===== src/rtl/sync_lock_pkg.sv =====
// Shared types and small helpers for the camera-lock supervisor.
package sync_lock_pkg;

    typedef enum logic [2:0] {IDLE, ARM, ACQUIRE, TRACK, LOST} lock_state_t;
    typedef enum logic [1:0] {V_NONE, V_GOOD, V_BAD} verdict_t;

    // Bits needed to hold values 0..max_val (never less than one bit).
    function automatic int cnt_w(input int max_val);
        return (max_val < 2) ? 1 : $clog2(max_val + 1);
    endfunction

    // 8-bit increment that sticks at 255.
    function automatic logic [7:0] sat_inc8(input logic [7:0] v);
        return (v == 8'hFF) ? v : v + 8'd1;
    endfunction

endpackage


===== src/rtl/sync_line_judge.sv =====
// Per-line alignment judge: compares camera href rises with generator
// data_en rises and emits one GOOD/BAD verdict per generator rise.
module sync_line_judge
    import sync_lock_pkg::*;
#(
    parameter int TOL = 4
)
(
    input  logic     clk,
    input  logic     rstn,
    input  logic     i_clr,
    input  logic     i_cam_href,
    input  logic     i_gen_de,
    output verdict_t o_verdict
);

    localparam int            SW   = $clog2(TOL + 2);
    localparam logic [SW-1:0] SAT  = SW'(TOL + 1);
    localparam logic [SW-1:0] TOLV = SW'(TOL);
    localparam logic [SW-1:0] ONE  = SW'(1);

    logic          r_cam_d;
    logic          r_gen_d;
    logic [SW-1:0] r_since_cam;
    logic [SW-1:0] r_since_gen;
    logic          r_pend;

    logic w_cam_rise;
    logic w_gen_rise;
    logic w_cam_near;

    // The delayed copies reset high so a level already high after reset is not an edge.
    assign w_cam_rise = i_cam_href & ~r_cam_d;
    assign w_gen_rise = i_gen_de & ~r_gen_d;
    // A cam rise in this very cycle counts as distance 0.
    assign w_cam_near = w_cam_rise | (r_since_cam <= TOLV);

    function automatic logic [SW-1:0] sat_inc(input logic [SW-1:0] v);
        return (v == SAT) ? SAT : v + ONE;
    endfunction

    // Edge history, distance counters, late-cam window and the registered verdict.
    always_ff @(posedge clk or negedge rstn) begin
        if (!rstn) begin
            r_cam_d     <= 1'b1;
            r_gen_d     <= 1'b1;
            r_since_cam <= '0;
            r_since_gen <= '0;
            r_pend      <= 1'b0;
            o_verdict   <= V_NONE;
        end else begin
            r_cam_d <= i_cam_href;
            r_gen_d <= i_gen_de;
            if (i_clr) begin
                r_since_cam <= SAT;
                r_since_gen <= SAT;
                r_pend      <= 1'b0;
                o_verdict   <= V_NONE;
            end else begin
                // Counters read 1 on the cycle after a rise, i.e. the distance in cycles.
                r_since_cam <= w_cam_rise ? ONE : sat_inc(r_since_cam);
                r_since_gen <= w_gen_rise ? ONE : sat_inc(r_since_gen);
                o_verdict   <= V_NONE;
                if (w_gen_rise) begin
                    // A new gen rise supersedes any window still open from an earlier one.
                    if (w_cam_near) begin
                        o_verdict <= V_GOOD;
                        r_pend    <= 1'b0;
                    end else begin
                        r_pend    <= 1'b1;
                    end
                end else if (r_pend) begin
                    if (w_cam_rise) begin
                        o_verdict <= V_GOOD;
                        r_pend    <= 1'b0;
                    end else if (r_since_gen == TOLV) begin
                        o_verdict <= V_BAD;
                        r_pend    <= 1'b0;
                    end
                end
            end
        end
    end

endmodule


===== src/rtl/sync_lock_ctrl.sv =====
// Supervisor for the camera-locked timing generator: owns the generator
// reset, acquires lock from per-line verdicts, and re-arms on loss of lock.
module sync_lock_ctrl
    import sync_lock_pkg::*;
#(
    parameter int RST_CYC     = 16,
    parameter int ACQ_TIMEOUT = 2000000,
    parameter int TOL         = 4,
    parameter int MAX_BAD     = 8,
    parameter int GOOD_LINES  = 16
)
(
    input  logic       clk,
    input  logic       rstn,
    input  logic       i_enable,
    input  logic       i_cam_href,
    input  logic       i_gen_de,
    output logic       o_gen_rstn,
    output logic       o_locked,
    output logic       o_acq_fail,
    output logic       o_lock_lost,
    output logic [7:0] o_relock_cnt
);

    localparam int CNT_MAX = (ACQ_TIMEOUT > RST_CYC) ? ACQ_TIMEOUT : RST_CYC;
    localparam int CW      = cnt_w(CNT_MAX);
    localparam int GW      = cnt_w(GOOD_LINES);
    localparam int BW      = cnt_w(MAX_BAD);

    localparam logic [CW-1:0] CNT_SAT  = CW'(CNT_MAX);
    localparam logic [CW-1:0] ARM_LAST = CW'(RST_CYC - 1);
    localparam logic [CW-1:0] ACQ_LAST = CW'(ACQ_TIMEOUT - 1);
    localparam logic [GW-1:0] GOOD_LST = GW'(GOOD_LINES - 1);
    localparam logic [BW-1:0] BAD_LST  = BW'(MAX_BAD - 1);

    lock_state_t   r_state;
    logic [CW-1:0] r_cnt;
    logic [GW-1:0] r_good;
    logic [BW-1:0] r_bad;
    logic          r_gen_seen;

    verdict_t      w_verdict;
    logic          w_clr;

    // The judge only runs while the generator is out of reset.
    assign w_clr = (r_state == IDLE) || (r_state == ARM) || (r_state == LOST);

    sync_line_judge #(
        .TOL (TOL)
    ) u_judge (
        .clk        (clk),
        .rstn       (rstn),
        .i_clr      (w_clr),
        .i_cam_href (i_cam_href),
        .i_gen_de   (i_gen_de),
        .o_verdict  (w_verdict)
    );

    // Lock FSM with its counters and registered status outputs.
    always_ff @(posedge clk or negedge rstn) begin
        if (!rstn) begin
            r_state      <= IDLE;
            r_cnt        <= '0;
            r_good       <= '0;
            r_bad        <= '0;
            r_gen_seen   <= 1'b0;
            o_gen_rstn   <= 1'b0;
            o_locked     <= 1'b0;
            o_acq_fail   <= 1'b0;
            o_lock_lost  <= 1'b0;
            o_relock_cnt <= '0;
        end else begin
            o_acq_fail  <= 1'b0;
            o_lock_lost <= 1'b0;
            if (!i_enable) begin
                // Disable wins from any state; the relock history is kept.
                r_state    <= IDLE;
                r_cnt      <= '0;
                r_good     <= '0;
                r_bad      <= '0;
                r_gen_seen <= 1'b0;
                o_gen_rstn <= 1'b0;
                o_locked   <= 1'b0;
            end else begin
                case (r_state)
                    IDLE: begin
                        r_state <= ARM;
                        r_cnt   <= '0;
                    end
                    ARM: begin
                        if (r_cnt == ARM_LAST) begin
                            r_state    <= ACQUIRE;
                            r_cnt      <= '0;
                            r_good     <= '0;
                            r_gen_seen <= 1'b0;
                            o_gen_rstn <= 1'b1;
                        end else begin
                            r_cnt <= r_cnt + CW'(1);
                        end
                    end
                    ACQUIRE: begin
                        // Saturate so a generator that runs but never aligns cannot wrap the timer.
                        if (r_cnt != CNT_SAT) begin
                            r_cnt <= r_cnt + CW'(1);
                        end
                        if (w_verdict != V_NONE) begin
                            r_gen_seen <= 1'b1;
                        end
                        if (w_verdict == V_GOOD) begin
                            if (r_good == GOOD_LST) begin
                                r_state  <= TRACK;
                                r_bad    <= '0;
                                o_locked <= 1'b1;
                            end else begin
                                r_good <= r_good + GW'(1);
                            end
                        end else if (w_verdict == V_BAD) begin
                            r_good <= '0;
                        end else if (!r_gen_seen && (r_cnt == ACQ_LAST)) begin
                            r_state      <= LOST;
                            o_acq_fail   <= 1'b1;
                            o_gen_rstn   <= 1'b0;
                            o_relock_cnt <= sat_inc8(o_relock_cnt);
                        end
                    end
                    TRACK: begin
                        if (w_verdict == V_GOOD) begin
                            r_bad <= '0;
                        end else if (w_verdict == V_BAD) begin
                            if (r_bad == BAD_LST) begin
                                r_state      <= LOST;
                                o_lock_lost  <= 1'b1;
                                o_locked     <= 1'b0;
                                o_gen_rstn   <= 1'b0;
                                o_relock_cnt <= sat_inc8(o_relock_cnt);
                            end else begin
                                r_bad <= r_bad + BW'(1);
                            end
                        end
                    end
                    LOST: begin
                        r_state <= ARM;
                        r_cnt   <= '0;
                    end
                    default: begin
                        r_state    <= IDLE;
                        o_gen_rstn <= 1'b0;
                        o_locked   <= 1'b0;
                    end
                endcase
            end
        end
    end

endmodule


===== config.mk =====
export PLATFORM = sky130hd
export DESIGN_NAME = sync_lock_ctrl
export DESIGN_NICKNAME = d
export VERILOG_FILES = /design/src/rtl/sync_lock_pkg.sv /design/src/rtl/sync_line_judge.sv /design/src/rtl/sync_lock_ctrl.sv
export SDC_FILE = /design/constraint.sdc
export NUM_CORES = 1
export LEC_CHECK = 0
export BUFFER_PORTS_ARGS = -buffer_cell sky130_fd_sc_hd__clkbuf_2
export CAP_MARGIN = 20
export CORE_MARGIN = 3
export CORE_UTILIZATION = 55
export CTS_CLUSTER_SIZE = 30
export DETAILED_ROUTE_END_ITERATION = 10
export PLACE_DENSITY = 0.73
export SYNTH_ARGS = -nofsm -noshare
export SYNTH_HDL_FRONTEND = slang
export SYNTH_SLANG_ARGS = --single-unit

===== constraint.sdc =====
create_clock -name clk -period 6.4 [get_ports clk]
set_clock_uncertainty 0.1 [all_clocks]
set_input_delay 0 -clock clk [delete_from_list [all_inputs] [get_ports clk]]
set_output_delay 0 -clock clk [all_outputs]
set_load 0.02 [all_outputs]

==> flow_results.org <==
** Outcome
- Result of the run :: completed

** STA
- Setup TNS :: 0 ps
- For this run, the top clock speed supported by timing is 0.419 GHz.
- Setup violations remaining at the end of the flow were counted as 0.
- Setup repair after global routing left no endpoint under its margin.
- Period utilisation layout :: 0.373
- Final-layout worst hold slack :: 31.3 ps
- The worst pin sits at a relative slew slack of 0.462.
- Slew @ Worst Pin :: 797 ps
- The hold violation total from the final report is 0.
- The worst path needs 2390 ps of the cycle, external delays included.
- Setup slack on the critical path of the routed design comes to 4010 ps.
- Number of max-slew violations in the final report :: 0

** Layout
- After filler insertion, the fill cell instance count of the layout stands at 437.
- Relative to the synthesized area, the layout overhead comes to 11.3%.
- Most common cell after layout, fill and taps aside :: sky130_fd_sc_hd__dfrtp_1
- Final std cells w/o fill :: 419
- Multi-input logic area :: 1590 um2
- Proportion of layout cells with a drive suffix above 1 :: 0.138
- Number of nets in the finished design :: 355
- Antenna cell count :: 0
- Reg area :: 1430 um2
- The library cells used most frequently in the layout, excluding fill and tap cells, are sky130_fd_sc_hd__dfrtp_1, sky130_fd_sc_hd__nor2_1, sky130_fd_sc_hd__nand2_1, sky130_fd_sc_hd__nand3_1, sky130_fd_sc_hd__xor2_1.

** Global routing
- Initial antenna violation count :: 0
- Remaining Overflow, GRT :: 0
- The first global-routing pass estimated 11000 um of wire.
- Maximum number of pins on one net before global-route repair :: 58
- For this run, the total global-route usage over all layers was measured as 0.219.
- The number of global-route vias before repair was 2382.

** CTS
- Clock tree synthesis inserted a total of 9 buffers.
- Total number of H-tree levels :: 3
- Post-CTS repair changed the size of 0 cells.
- Total of hold buffers inserted after clock tree synthesis :: 3
- At the later pin of the worst-skew pair, clock insertion delay measures 340 ps.
- The tree built by TritonCTS fans out to 57 sinks.
- The longest clock path from root to sink contains 2 buffers.
- In this run the clock root is driven by a sky130_fd_sc_hd__clkbuf_8.
- After clock tree synthesis, the clock-pin slew on the worst setup and hold paths is 70 ps.
- Buffers added to address setup during post-CTS repair amount to 0.
- TritonCTS built the clock tree.

** Critical path
- STA classifies the critical path startpoint as a register.
- Ordered cell list for the critical path :: inv_1 -> nor3_2 -> o221ai_1 -> nor2_1 -> mux2_2
- For this run, the slowest stage of the critical path takes 700 ps.
- For this design, the slowest cell found on the critical path is sky130_fd_sc_hd__dfrtp_1.
- Sort of element at the end of the critical path :: register
- Arrival time at the worst endpoint :: 2510 ps
- Data on the critical path is required at its endpoint by 6520 ps.
- On the critical path the largest part of the delay comes from flip-flops.
- In this run the worst path has a maximum fanout of 18.
- Count of buffering cells on the critical path with inverters included :: 1
- Setup CP Type :: reg -> reg

** Synthesis
- sky130_fd_sc_hd__dfrtp_1 takes more of the synthesized area than any other cell.
- Yosys attributes the largest share of cell area to sky130_fd_sc_hd__dfrtp_1, sky130_fd_sc_hd__xor2_1, sky130_fd_sc_hd__nor2_1.
- Synth async-reset ratio :: 1.00
- Synthesized netlist net count :: 333
- Synthesis instantiated 59 different standard cells from the library.
- Counting every instance in the synthesized netlist gives 322.
- Yosys warning total :: 0
- Mean post-synth cell area :: 9.62 um2
- For this run, the leading register cell type out of synthesis is sky130_fd_sc_hd__dfrtp_1.
- Proportion of synthesized chip area in sequential cells :: 0.461
- Mapped Area :: 3100 um2
- Counting flops and latches in the post-synthesis netlist gives 57.
- Of the post-synthesis cell area, the dominant cell type holds 0.444.
- The synthesized design contains 0 enable-type register cells.

** Floorplanning
- In this run the core area contains 26 standard-cell rows.
- Measured along the x axis, the die boundary spans 81.1 um.
- From bottom edge to top edge, the die measures 81.1 um.
- Core Area :: 5270 um2
- The die covers 6570 um2.
- During I/O placement, the number of pins put on the boundary was 17.
- The initial utilization of the core area, before any placement, comes to 0.588.

** Placed design
- Total instance count after detailed placement :: 400
- At the placement stage, the worst setup path has a slack of 4010 ps.
- Summed over all nets, the half-perimeter wirelength after detailed placement is 4160 um.
- Port-buffer cells :: 16
- At the end of routability-driven placement, the weighted congestion stood at 0.821.

** Route
- After detailed routing, the wire length on met1 is 3060 um.
- In the final routed layout, each cell accounts on average for 14.8 um.
- Wirelength, routed :: 6190 um
- Highest signal layer in the routed design :: met4
- For this block, the via count after detailed routing is 2380.
- Summed over all nets, wire length on met2 after detailed routing comes to 2810 um.
- For this run, design rule violations remaining after detail routing come to 0.
- Before antenna repair, the detailed router went through 4 iterations.
- After the first detailed-routing iteration, the DRC count stood at 178.
- The count of nets left with antenna violations once routing finished came out at 0.
- In the detailed route, the total length drawn on met3 is 226 um.
- Via/cell ratio :: 5.68

** Pwr
- In this run the power density over the cells is 214 nW/um2.
- Maximum resistive drop on vdd :: 0.136 mV
- Summed over all cells, the static leakage comes to 1.53 nW.

** Job
- Max Cap Violations :: 0

** Min path
- In this run the worst hold path is classified as in -> reg.
## cell type report
class,count,area share
multi-input combinational,249,0.462
clock buffer,10,0.0399
sequential,57,0.414
clock inverter,6,0.0167
inverter,7,0.00762
tap,70,0.0254
timing repair buffer,20,0.0341
## worst min-delay path, delay by kind of cell
kind	cells	cell delay, ps
simple gates	2	180
buf+inv	1	250
## synth_stat cells (3+ instances only)
cell type / number
sky130_fd_sc_hd__nor2_1: 37
sky130_fd_sc_hd__inv_1: 7
sky130_fd_sc_hd__ha_1: 6
sky130_fd_sc_hd__nor2b_1: 8
sky130_fd_sc_hd__nand2b_1: 10
sky130_fd_sc_hd__a21oi_1: 8
sky130_fd_sc_hd__dfrtp_1: 55
sky130_fd_sc_hd__o31ai_1: 3
sky130_fd_sc_hd__o211ai_1: 3
sky130_fd_sc_hd__o21a_1: 3
sky130_fd_sc_hd__buf_2: 3
sky130_fd_sc_hd__xor2_1: 17
sky130_fd_sc_hd__and4_1: 3
sky130_fd_sc_hd__nand3_1: 18
sky130_fd_sc_hd__nand2_1: 28
sky130_fd_sc_hd__nor3b_1: 3
sky130_fd_sc_hd__clkbuf_1: 3
sky130_fd_sc_hd__nor3_1: 16
sky130_fd_sc_hd__nand4_1: 9
sky130_fd_sc_hd__nor4_1: 6
sky130_fd_sc_hd__and3_1: 5
sky130_fd_sc_hd__o21ai_0: 13
sky130_fd_sc_hd__mux2_2: 3
sky130_fd_sc_hd__xnor2_1: 11
## where the power goes
group	internal [mW]	switching, mW	leakage (nW)
Clock	0.187	0.147	0.102
Sequential	0.363	0.00693	0.767
Combinational	0.0107	0.0248	0.666
Total	0.561	0.178	1.53
## per-stage QoR
step	power, mW	area (um2)	utilization
global placement	0.411	3220	0.612
CTS	0.745	3450	0.655
floorplan	0.400	3100	-
global route	0.769	3450	0.655
finish	0.740	3450	0.655
detailed placement	0.412	3220	0.612
## routing by layer
layer	up-vias	track usage
met1	1130	0.305
li1	1201	-
met4	0	0.0760
met2	42	0.327
met5	-	0
met3	7	0.0654
## flip-flops by register name (all words and copies together), names as in the netlist, 2 cells and up
signal               flops
r_cnt                   21
o_relock_cnt             8
r_good                   5
r_bad                    4
r_state                  3
u_judge.r_since_cam      3
u_judge.r_since_gen      3
u_judge.o_verdict        2
## kinds of logic (layout without fill, tap and decap cells)
kind of cell | count (synthesis) | count (layout) | synth area share
and+or+nand+nor | 159 | 159 | 0.275
DFF | 57 | 57 | 0.461
AOI/OAI and AO/OA | 51 | 51 | 0.119
xor gates and xnor gates | 28 | 28 | 0.0792
buffers and inverters | 16 | 43 | 0.0242
adders and majority gates | 7 | 7 | 0.0279
muxes | 4 | 4 | 0.0141
## worst paths after layout
| kind | startpoint | end | slack [ps] | cells past startpoint |
|---|---|---|---|---|
| worst max-delay path | r_state[0] | o_relock_cnt[1] | 4010 | 5 |
| worst min-delay path | i_enable | r_state[1] | 30 | 3 |
| worst max register to register | r_state[0] | o_relock_cnt[1] | 4010 | 5 |
| worst min register to register | r_bad[3] | r_bad[3] | 390 | 1 |
| max in group asynchronous | rstn | r_good[2] | 5460 | 3 |
| min in group asynchronous | rstn | o_relock_cnt[7] | 230 | 3 |
No activity file was read; power rests on OpenSTA's default activity.
